$ cat src/rtl/gelato_scoreboard_mp.sv
// Multi-warp, multi-writeback register scoreboard for the dispatch stage.
// Optional flush port set enabled by defining GELATO_SCOREBOARD_FLUSH_EN.
module gelato_scoreboard_mp #(
    parameter int WARP_NUM = 4,
    parameter int SLOTS    = 4,
    parameter int REG_W    = 5,
    parameter int WB_PORTS = 2,
    parameter int CNT_W    = $clog2(SLOTS + 1)
) (
    input  logic                                  clk,
    input  logic                                  rst,
    input  logic                                  rdy,
    input  logic                                  alloc_valid,
    input  logic [$clog2(WARP_NUM)-1:0]           alloc_warp,
    input  logic [REG_W-1:0]                      alloc_reg,
    output logic                                  alloc_ready,
    input  logic [$clog2(WARP_NUM)-1:0]           chk_warp,
    input  logic [REG_W-1:0]                      chk_rs1,
    input  logic [REG_W-1:0]                      chk_rs2,
    input  logic [REG_W-1:0]                      chk_rd,
    output logic                                  chk_hazard,
    input  logic [WB_PORTS-1:0]                   wb_valid,
    input  logic [WB_PORTS*$clog2(WARP_NUM)-1:0]  wb_warp,
    input  logic [WB_PORTS*REG_W-1:0]             wb_reg,
    output logic [WARP_NUM*CNT_W-1:0]             pending_cnt,
`ifdef GELATO_SCOREBOARD_FLUSH_EN
    input  logic                                  flush_valid,
    input  logic [$clog2(WARP_NUM)-1:0]           flush_warp,
`endif
    output logic                                  wb_miss
);

    localparam int WW = $clog2(WARP_NUM);
    localparam int SW = (SLOTS > 1) ? $clog2(SLOTS) : 1;

    logic [WARP_NUM-1:0][SLOTS-1:0]            vld_q, vld_d;
    logic [WARP_NUM-1:0][SLOTS-1:0][REG_W-1:0] reg_q, reg_d;
    logic [WARP_NUM-1:0][CNT_W-1:0]            cnt_q, cnt_d;
    logic                                      miss_q, miss_d;

    logic          flush_v;
    logic [WW-1:0] flush_w;

`ifdef GELATO_SCOREBOARD_FLUSH_EN
    assign flush_v = flush_valid;
    assign flush_w = flush_warp;
`else
    assign flush_v = 1'b0;
    assign flush_w = '0;
`endif

    logic [WB_PORTS-1:0][WW-1:0]    wbw;
    logic [WB_PORTS-1:0][REG_W-1:0] wbr;
    logic [WB_PORTS-1:0]            wb_hit, wb_act;

    for (genvar p = 0; p < WB_PORTS; p++) begin : g_wb
        assign wbw[p]    = wb_warp[p*WW +: WW];
        assign wbr[p]    = wb_reg[p*REG_W +: REG_W];
        // A flush to the same warp swallows the writeback, including its miss report
        assign wb_act[p] = wb_valid[p] && (wbr[p] != '0) && !(flush_v && (flush_w == wbw[p]));
    end

    // Allocation checks look at registered state only, so a slot freed this cycle is not reused
    logic          has_free, dup;
    logic [SW-1:0] free_idx;

    always_comb begin
        has_free = 1'b0;
        dup      = 1'b0;
        free_idx = '0;
        for (int s = SLOTS - 1; s >= 0; s--) begin
            if (!vld_q[alloc_warp][s]) begin
                has_free = 1'b1;
                free_idx = SW'(s);
            end
        end
        for (int s = 0; s < SLOTS; s++) begin
            if (vld_q[alloc_warp][s] && (reg_q[alloc_warp][s] == alloc_reg)) dup = 1'b1;
        end
    end

    assign alloc_ready = !rst && rdy && has_free && !dup &&
                         !(flush_v && (flush_w == alloc_warp));

    always_comb begin
        wb_hit = '0;
        for (int p = 0; p < WB_PORTS; p++) begin
            for (int s = 0; s < SLOTS; s++) begin
                if (vld_q[wbw[p]][s] && (reg_q[wbw[p]][s] == wbr[p])) wb_hit[p] = 1'b1;
            end
        end
    end

    always_comb begin
        vld_d  = vld_q;
        reg_d  = reg_q;
        miss_d = miss_q;
        for (int p = 0; p < WB_PORTS; p++) begin
            if (wb_act[p]) begin
                if (!wb_hit[p]) miss_d = 1'b1;
                for (int s = 0; s < SLOTS; s++) begin
                    if (vld_q[wbw[p]][s] && (reg_q[wbw[p]][s] == wbr[p])) vld_d[wbw[p]][s] = 1'b0;
                end
            end
        end
        // Register 0 completes the handshake but is never tracked
        if (alloc_valid && alloc_ready && (alloc_reg != '0)) begin
            vld_d[alloc_warp][free_idx] = 1'b1;
            reg_d[alloc_warp][free_idx] = alloc_reg;
        end
        if (flush_v) vld_d[flush_w] = '0;
    end

    always_comb begin
        cnt_d = '0;
        for (int w = 0; w < WARP_NUM; w++) begin
            for (int s = 0; s < SLOTS; s++) begin
                cnt_d[w] = cnt_d[w] + CNT_W'(vld_d[w][s]);
            end
        end
    end

    always_ff @(posedge clk) begin
        if (rst) begin
            vld_q  <= '0;
            reg_q  <= '0;
            cnt_q  <= '0;
            miss_q <= 1'b0;
        end else begin
            vld_q  <= vld_d;
            reg_q  <= reg_d;
            cnt_q  <= cnt_d;
            miss_q <= miss_d;
        end
    end

    always_comb begin
        chk_hazard = 1'b0;
        for (int s = 0; s < SLOTS; s++) begin
            if (vld_q[chk_warp][s] &&
                (((chk_rs1 != '0) && (reg_q[chk_warp][s] == chk_rs1)) ||
                 ((chk_rs2 != '0) && (reg_q[chk_warp][s] == chk_rs2)) ||
                 ((chk_rd  != '0) && (reg_q[chk_warp][s] == chk_rd))))
                chk_hazard = 1'b1;
        end
    end

    assign pending_cnt = cnt_q;
    assign wb_miss     = miss_q;

endmodule

$ cat config.mk
export PLATFORM = sky130hd
export DESIGN_NAME = gelato_scoreboard_mp
export DESIGN_NICKNAME = d
export VERILOG_FILES = /design/src/rtl/gelato_scoreboard_mp.sv
export SDC_FILE = /design/constraint.sdc
export NUM_CORES = 1
export LEC_CHECK = 0
export BUFFER_PORTS_ARGS = -buffer_cell sky130_fd_sc_hd__buf_2
export CAP_MARGIN = 20
export CORE_UTILIZATION = 36
export DETAILED_ROUTE_END_ITERATION = 6
export GPL_TIMING_DRIVEN = 1
export PLACE_DENSITY_LB_ADDON = 0.25
export SLEW_MARGIN = 30
export SYNTH_ARGS = -nofsm -noshare
export SYNTH_HDL_FRONTEND = slang
export SYNTH_SLANG_ARGS = --single-unit
$ cat constraint.sdc
create_clock -name clk -period 5.3 [get_ports clk]
set_input_delay 1.06 -clock clk [delete_from_list [all_inputs] [get_ports clk]]
set_output_delay 1.06 -clock clk [all_outputs]
set_load 0.01 [all_outputs]
==> metrics.txt, run 1 <==
switching fraction of total power a little under a third; Chip Width between 150 and 200 um; via count of the routed design 8003; number of buffers inserted during clock tree synthesis 9; site row count 57; Setup crit start alloc_warp[1]; ratio of cells with drive above 1 in the final layout 22.6%; number of flops mapped to enable cells by yosys 0; area of the die between 20000 and 30000 sq um; pin slew with the least headroom to its limit 705 ps; FFs w/ async S/R, synth 0%; Worst Skew 17.5 ps; Clock Root Buffer clkbuf_16; switching power summed over all nets approximately 0.57 mW; total of endpoints with negative setup slack in the final report 0; worst ir drop on vdd roughly 130 uV; Distinct cells, synth 48; worst skew pair latency 380 ps; final routed DRC violation total 0; cell type with the highest occurrence count on the critical path buf_2; cell area after technology mapping 8900 sq um; starting utilization of the core area between 30% and 40%; Mapped Avg Cell Area between 9 and 10 sq um; count of cells resized by post-cts repair 0; Worst Path Required 4240 ps; vias per std cell ~6.2; max-cap check violation count 0; compound-gate portion of the synthesized area between 10% and 20%; first-pass GRT wire length 47400 um; post-synthesis xor/xnor area fraction a little under an eighth; total I/O pin count 59; total power divided by cell area around 190 nW/um^2; top fanout value on the critical path 22; sum of net half-perimeters after detailed placement between 20000 and 25000 um; time the worst path needs with I/O delays and setup 4920 ps; Synth Flop Type dfxtp_1; count of input and output buffers 58; post-detailed-routing wire length 31100 um; worst setup path endpoint alloc_ready; final std cell area, no fill around 9700 sq um; commonest cells after routing, fill and taps aside dfxtp_1 (109), a21oi_1 (85), mux4_2 (84); mux share of post-synthesis cell area between 20% and 30%; Worst Setup End Kind primary output; TritonCTS clock tree built; combined flip-flop and latch cell area ~2200 sq um; simple-gate share of the synthesized area 18.7%; Die Span Y ~160 um; combinational family with the most area after synthesis multiplexers; combinational fraction of design power 15.8%; post-route ant nets 0; Post CTS Setup Buffer Count 0; iteration-0 DRC count of the detailed router a little under 1000; total of fill cells in the finished design about 2500; Reg2Reg Launch Point reg_q[60]$_SDFFE_PP0P_; maximum number of pins on one net before global-route repair around 70; multi-input combinational cell area 6250 sq um; hold crit path type reg2reg; worst hold-check slack about 530 ps; H-Tree Depth 3; share of total power in sequential cells between 40% and 50%; worst r2r dst pending_cnt[1]$_SDFF_PP0_; share of the yosys chip area belonging to registers 24.5%; RSZ-0062 raised after global routing false; Yosys warning count 0; number of cells produced by synthesis a little under 1000; # hold bufs at CTS 0; n_diodes 0; number of hold violations in the final report 0; WP data arrival slightly below 4000 ps; final estimated routing congestion in global placement between 0.9 and 1; Final #Nets approximately 1000; leading cell type in the layout, fill and taps excluded dfxtp_1; critical path startpoint category primary input; synthesis-to-layout area growth 9.46%; outcome complete, no violations; sequence of cells on the critical path buf_2 -> buf_12 -> mux4_2 -> xnor2_1 -> nand4_1 -> a21oi_1 -> or3_2 -> nor3_1 -> buf_2; drt pass-1 iters 5; accumulated negative setup slack 0 ps; critical path's largest stage delay 520 ps; LEAKAGE 3.60 nW; clk slew on worst S/H paths 80 ps; Fmax achieved 203 MHz; R2R setup slack roughly 1800 ps; Std-Cell Core Area approximately 24000 sq um; flops & latches, synth 109; post-synthesis adder-cell area fraction approximately 2%; Critical Path Slowest Stage Cell buf_2; number of cell instances on the worst register-to-register path 11; final count of pins violating max slew 0; buffer levels on the longest clock path 2; Int Power approximately 1.3 mW; vias in the first global route 7425; remaining max-slew budget at the tightest pin between 50% and 60%; routed wirelength normalized by instance count approximately 24 um; GR Util All Layers roughly a quarter; clock share of power 39.2%; Clock Sinks 109; final global-route overflow total 0; path type of the worst setup path in2out; Mapped Nets between 1000 and 1500; placed standard-cell area around 9400 sq um; number of antenna violations at the first check in global routing 0; fin crit share a little over 90%
-- power groups by stage --
stage	Combinational [mW]	Clock, mW	Sequential, mW
CTS	0.287	0.730	0.826
global route	0.306	0.770	0.827
floorplan	0.198	0	0.844
finish	0.290	0.719	0.827
detailed placement	0.286	0	0.846
global placement	0.286	0	0.846
-- stage by stage --
stage / utilization (%) / instances / setup WS, ps / power (mW)
5_1_grt: 40.1 / 1300 / 319 / 1.90
3_3_place_gp: 38.8 / 1284 / 395 / 1.13
4_1_cts: 40.1 / 1300 / 409 / 1.84
3_5_place_dp: 38.8 / 1284 / 410 / 1.13
2_1_floorplan: - / 972 / 866 / 1.04
6_report: 40.1 / 1300 / 382 / 1.83
-- Yosys cell counts, types with 9 or more instances --
cell | n | area, sq um
clkbuf_1 | 75 | 282
nand4_1 | 22 | 138
nor3_1 | 13 | 65.1
nor2b_1 | 24 | 150
buf_1 | 12 | 45.0
nand3_2 | 9 | 90.1
buf_2 | 10 | 50.1
o21ai_0 | 75 | 375
dfxtp_1 | 109 | 2180
and3_1 | 16 | 100
nand3_1 | 73 | 365
nand2b_1 | 19 | 119
a21oi_1 | 85 | 425
a22oi_1 | 17 | 128
nor2_1 | 15 | 56.3
xnor2_1 | 41 | 359
nor4_1 | 22 | 138
xor2_1 | 74 | 648
mux2i_1 | 33 | 330
mux4_2 | 84 | 1890
nand2_1 | 57 | 214
-- cell families (layout without fill, tap and decap cells) --
group | after synthesis | after routing
mux | 124 | 124
buf+inv | 113 | 117
flops | 109 | 109
fa+ha+maj | 12 | 12
compound gates | 197 | 197
simple gates | 302 | 302
xor+xnor | 115 | 115
-- state kept, by name (all words and copies together), names as in the netlist --
signal and count:
vld_q 16, reg_q 80, pending_cnt 12, wb_miss 1
-- layout make-up --
cell class	instances	area share, %
Sequential cell	109	22.4
Inverter	7	0.270
Clock inverter	7	0.860
Clock buffer	9	2.31
Tap cell	324	4.16
Multi-Input combinational cell	750	64.1
Timing Repair Buffer	94	5.91
-- critical path: cells and delay by family --
kind / cells / cell delay [ps]
buffers and inverters: 3 / 1020
and+or+nand+nor: 3 / 1020
muxes: 1 / 520
AOI/OAI and AO/OA: 1 / 80
xor gates and xnor gates: 1 / 130
-- worst min path at each step --
stage,start,to,cells after the start
2_1_floorplan,reg_q[75]$_SDFFE_PP0P_,reg_q[75]$_SDFFE_PP0P_,2
3_3_place_gp,reg_q[23]$_SDFFE_PP0P_,reg_q[23]$_SDFFE_PP0P_,2
3_5_place_dp,reg_q[3]$_SDFFE_PP0P_,reg_q[3]$_SDFFE_PP0P_,2
4_1_cts,reg_q[3]$_SDFFE_PP0P_,reg_q[3]$_SDFFE_PP0P_,2
5_1_grt,reg_q[11]$_SDFFE_PP0P_,reg_q[11]$_SDFFE_PP0P_,2
6_report,reg_q[13]$_SDFFE_PP0P_,reg_q[13]$_SDFFE_PP0P_,2
-- routing by layer --
layer | wire length [um] | track usage [%]
met2 | 14200 | 38.0
met1 | 13500 | 34.8
met5 | 0 | 0
met3 | 2460 | 4.06
met4 | 940 | 8.83
Note: power is estimated with default switching activity, not from simulation.
==> run 2, diff against run 1 <==
CTS_BUF_LIST = sky130_fd_sc_hd__clkbuf_4 sky130_fd_sc_hd__clkbuf_8   (was default)
PLACE_DENSITY_LB_ADDON = 0.3   (was 0.25)
==> metrics.txt, run 2 (synthesis results as in run 1) <==
outcome complete, no violations; pin slew with the least headroom to its limit approximately 840 ps; top cell family by delay on the critical path simple AND/OR/NAND/NOR gates; Post CTS Setup Buffer Count 0; worst hold-check slack approximately 520 ps; Final #Nets slightly above 1000; post-detailed-routing wire length 31400 um; Reg2Reg Launch Point reg_q[76]$_SDFFE_PP0P_; count of input and output buffers between 50 and 60; total power divided by cell area 172 nW/um^2; iteration-0 DRC count of the detailed router 1197; fin crit share 91.0%; highest metal layer with signal wires met4; area of the die roughly 25000 sq um; register with the most flip-flops reg_q; final estimated routing congestion in global placement slightly below 1; Die Span Y around 160 um; Fmax achieved 207 MHz; Setup crit start alloc_warp[1]; maximum number of pins on one net before global-route repair 80; Chip Width between 150 and 200 um; accumulated negative setup slack 0 ps; buffer levels on the longest clock path 2; switching fraction of total power between 30% and 40%; Worst Path Required 4240 ps; max-cap check violation count 0; top fanout value on the critical path 16; number of antenna violations at the first check in global routing 0; worst skew pair latency 420 ps; Std-Cell Core Area 24300 sq um; H-Tree Depth 3; final routed DRC violation total 0; vias in the first global route between 7000 and 8000; time the worst path needs with I/O delays and setup 4820 ps; LEAKAGE 3.52 nW; worst ir drop on vdd slightly below 100 uV; post-route ant nets 0; R2R setup slack approximately 1800 ps; # hold bufs at CTS 0; number of hold violations in the final report 0; via count of the routed design slightly above 8000; share of total power in sequential cells approximately half; sequence of cells on the critical path buf_2 -> buf_12 -> mux4_2 -> xnor2_1 -> nand4_1 -> a21oi_1 -> or3_2 -> nor3_1 -> buf_2; flip-flop count of the largest register, all copies and words added 80; total power of the final layout about 1.7 mW; final global-route overflow total 0; TritonCTS clock tree built; GR Util All Layers 24.9%; Crit. path cell count 9; met3 wire length 3010 um; vias per std cell around 6.2; final count of pins violating max slew 0; ratio of cells with drive above 1 in the final layout between 20% and 30%; routed wirelength normalized by instance count ~24 um; Critical Path Slowest Stage Cell mux4_2; combined flip-flop and latch cell area 2180 sq um; remaining max-slew budget at the tightest pin a little over two fifths; Clock Root Buffer clkbuf_8; total of endpoints with negative setup slack in the final report 0; wire length on met1 ~13000 um; n_diodes 0; WP data arrival 3760 ps; placed insts 1278; synthesis-to-layout area growth 7.87%; critical path's largest stage delay between 500 and 600 ps; clk slew on worst S/H paths about 110 ps; count of cells resized by post-cts repair 0; Int Power roughly 1.1 mW; total I/O pin count 59; RSZ-0062 raised after global routing false; hold crit path type reg2reg; path type of the worst setup path in2out; number of non-filler instances in the completed layout roughly 1300; total of fill cells in the finished design 2431; leading cell type in the layout, fill and taps excluded dfxtp_1; worst setup path endpoint alloc_ready; worst r2r dst pending_cnt[10]$_SDFF_PP0_; commonest cells after routing, fill and taps aside dfxtp_1 (109), a21oi_1 (85), mux4_2 (84); switching power summed over all nets approximately 0.54 mW; multi-input combinational cell area 6250 sq um; met2 wire length 14300 um; drt pass-1 iters 6; Worst Skew 16.8 ps; starting utilization of the core area between 30% and 40%; first-pass GRT wire length about 48000 um; number of buffers inserted during clock tree synthesis 9; critical path startpoint category primary input; post-layout utilization of the core between 30% and 40%; cell type with the highest occurrence count on the critical path buf_2; combinational fraction of design power 17.6%; number of cell instances on the worst register-to-register path 11; Clock Sinks roughly 110; site row count 57; sum of net half-perimeters after detailed placement 22600 um; clock share of power around a third; Buffers & Inverters on Critical Path 3; Worst Setup End Kind primary output
run 2: metal layers:
metal  global-route usage [%]  up-vias
met5                        0        -
met3                     5.78       77
li1                         -     3574
met1                     33.9     3931
met2                     38.1      461
met4                     10.3        0
run 2: area by class of cell:
| type | instances | share of cell area (%) |
|---|---|---|
| clock buffer | 10 | 1.43 |
| clock inverter | 6 | 0.651 |
| inverter | 7 | 0.274 |
| multi-input combinational | 750 | 65.1 |
| sequential | 109 | 22.7 |
| tap | 324 | 4.22 |
| timing repair buffer | 88 | 5.65 |
run 2: worst min-delay path: stages, from the launching register on:
cell and delay, ps:
dfxtp_1 350, o21ai_0 80, a21oi_1 60
run 2: how the worst min path moves through the flow:
stage,from,endpoint,cells after the start
after floorplan,reg_q[75]$_SDFFE_PP0P_,reg_q[75]$_SDFFE_PP0P_,2
after global placement,reg_q[70]$_SDFFE_PP0P_,reg_q[70]$_SDFFE_PP0P_,2
after detailed placement,reg_q[70]$_SDFFE_PP0P_,reg_q[70]$_SDFFE_PP0P_,2
after CTS,reg_q[70]$_SDFFE_PP0P_,reg_q[70]$_SDFFE_PP0P_,2
after global routing,reg_q[10]$_SDFFE_PP0P_,reg_q[10]$_SDFFE_PP0P_,2
final,reg_q[70]$_SDFFE_PP0P_,reg_q[70]$_SDFFE_PP0P_,2
run 2: metrics by stage:
stage	instance area [sq um]	setup WS, ps
floorplan	8900	866
global placement	9410	483
detailed placement	9410	381
CTS	9610	481
global route	9610	373
finish	9610	477
run 2: power by group through the flow:
| stage | Sequential, mW | Clock [mW] | Combinational [mW] |
|---|---|---|---|
| after floorplan | 0.844 | 0 | 0.198 |
| after global placement | 0.845 | 0 | 0.286 |
| after detailed placement | 0.845 | 0 | 0.286 |
| after CTS | 0.827 | 0.551 | 0.287 |
| after global routing | 0.828 | 0.573 | 0.308 |
| final | 0.827 | 0.538 | 0.291 |
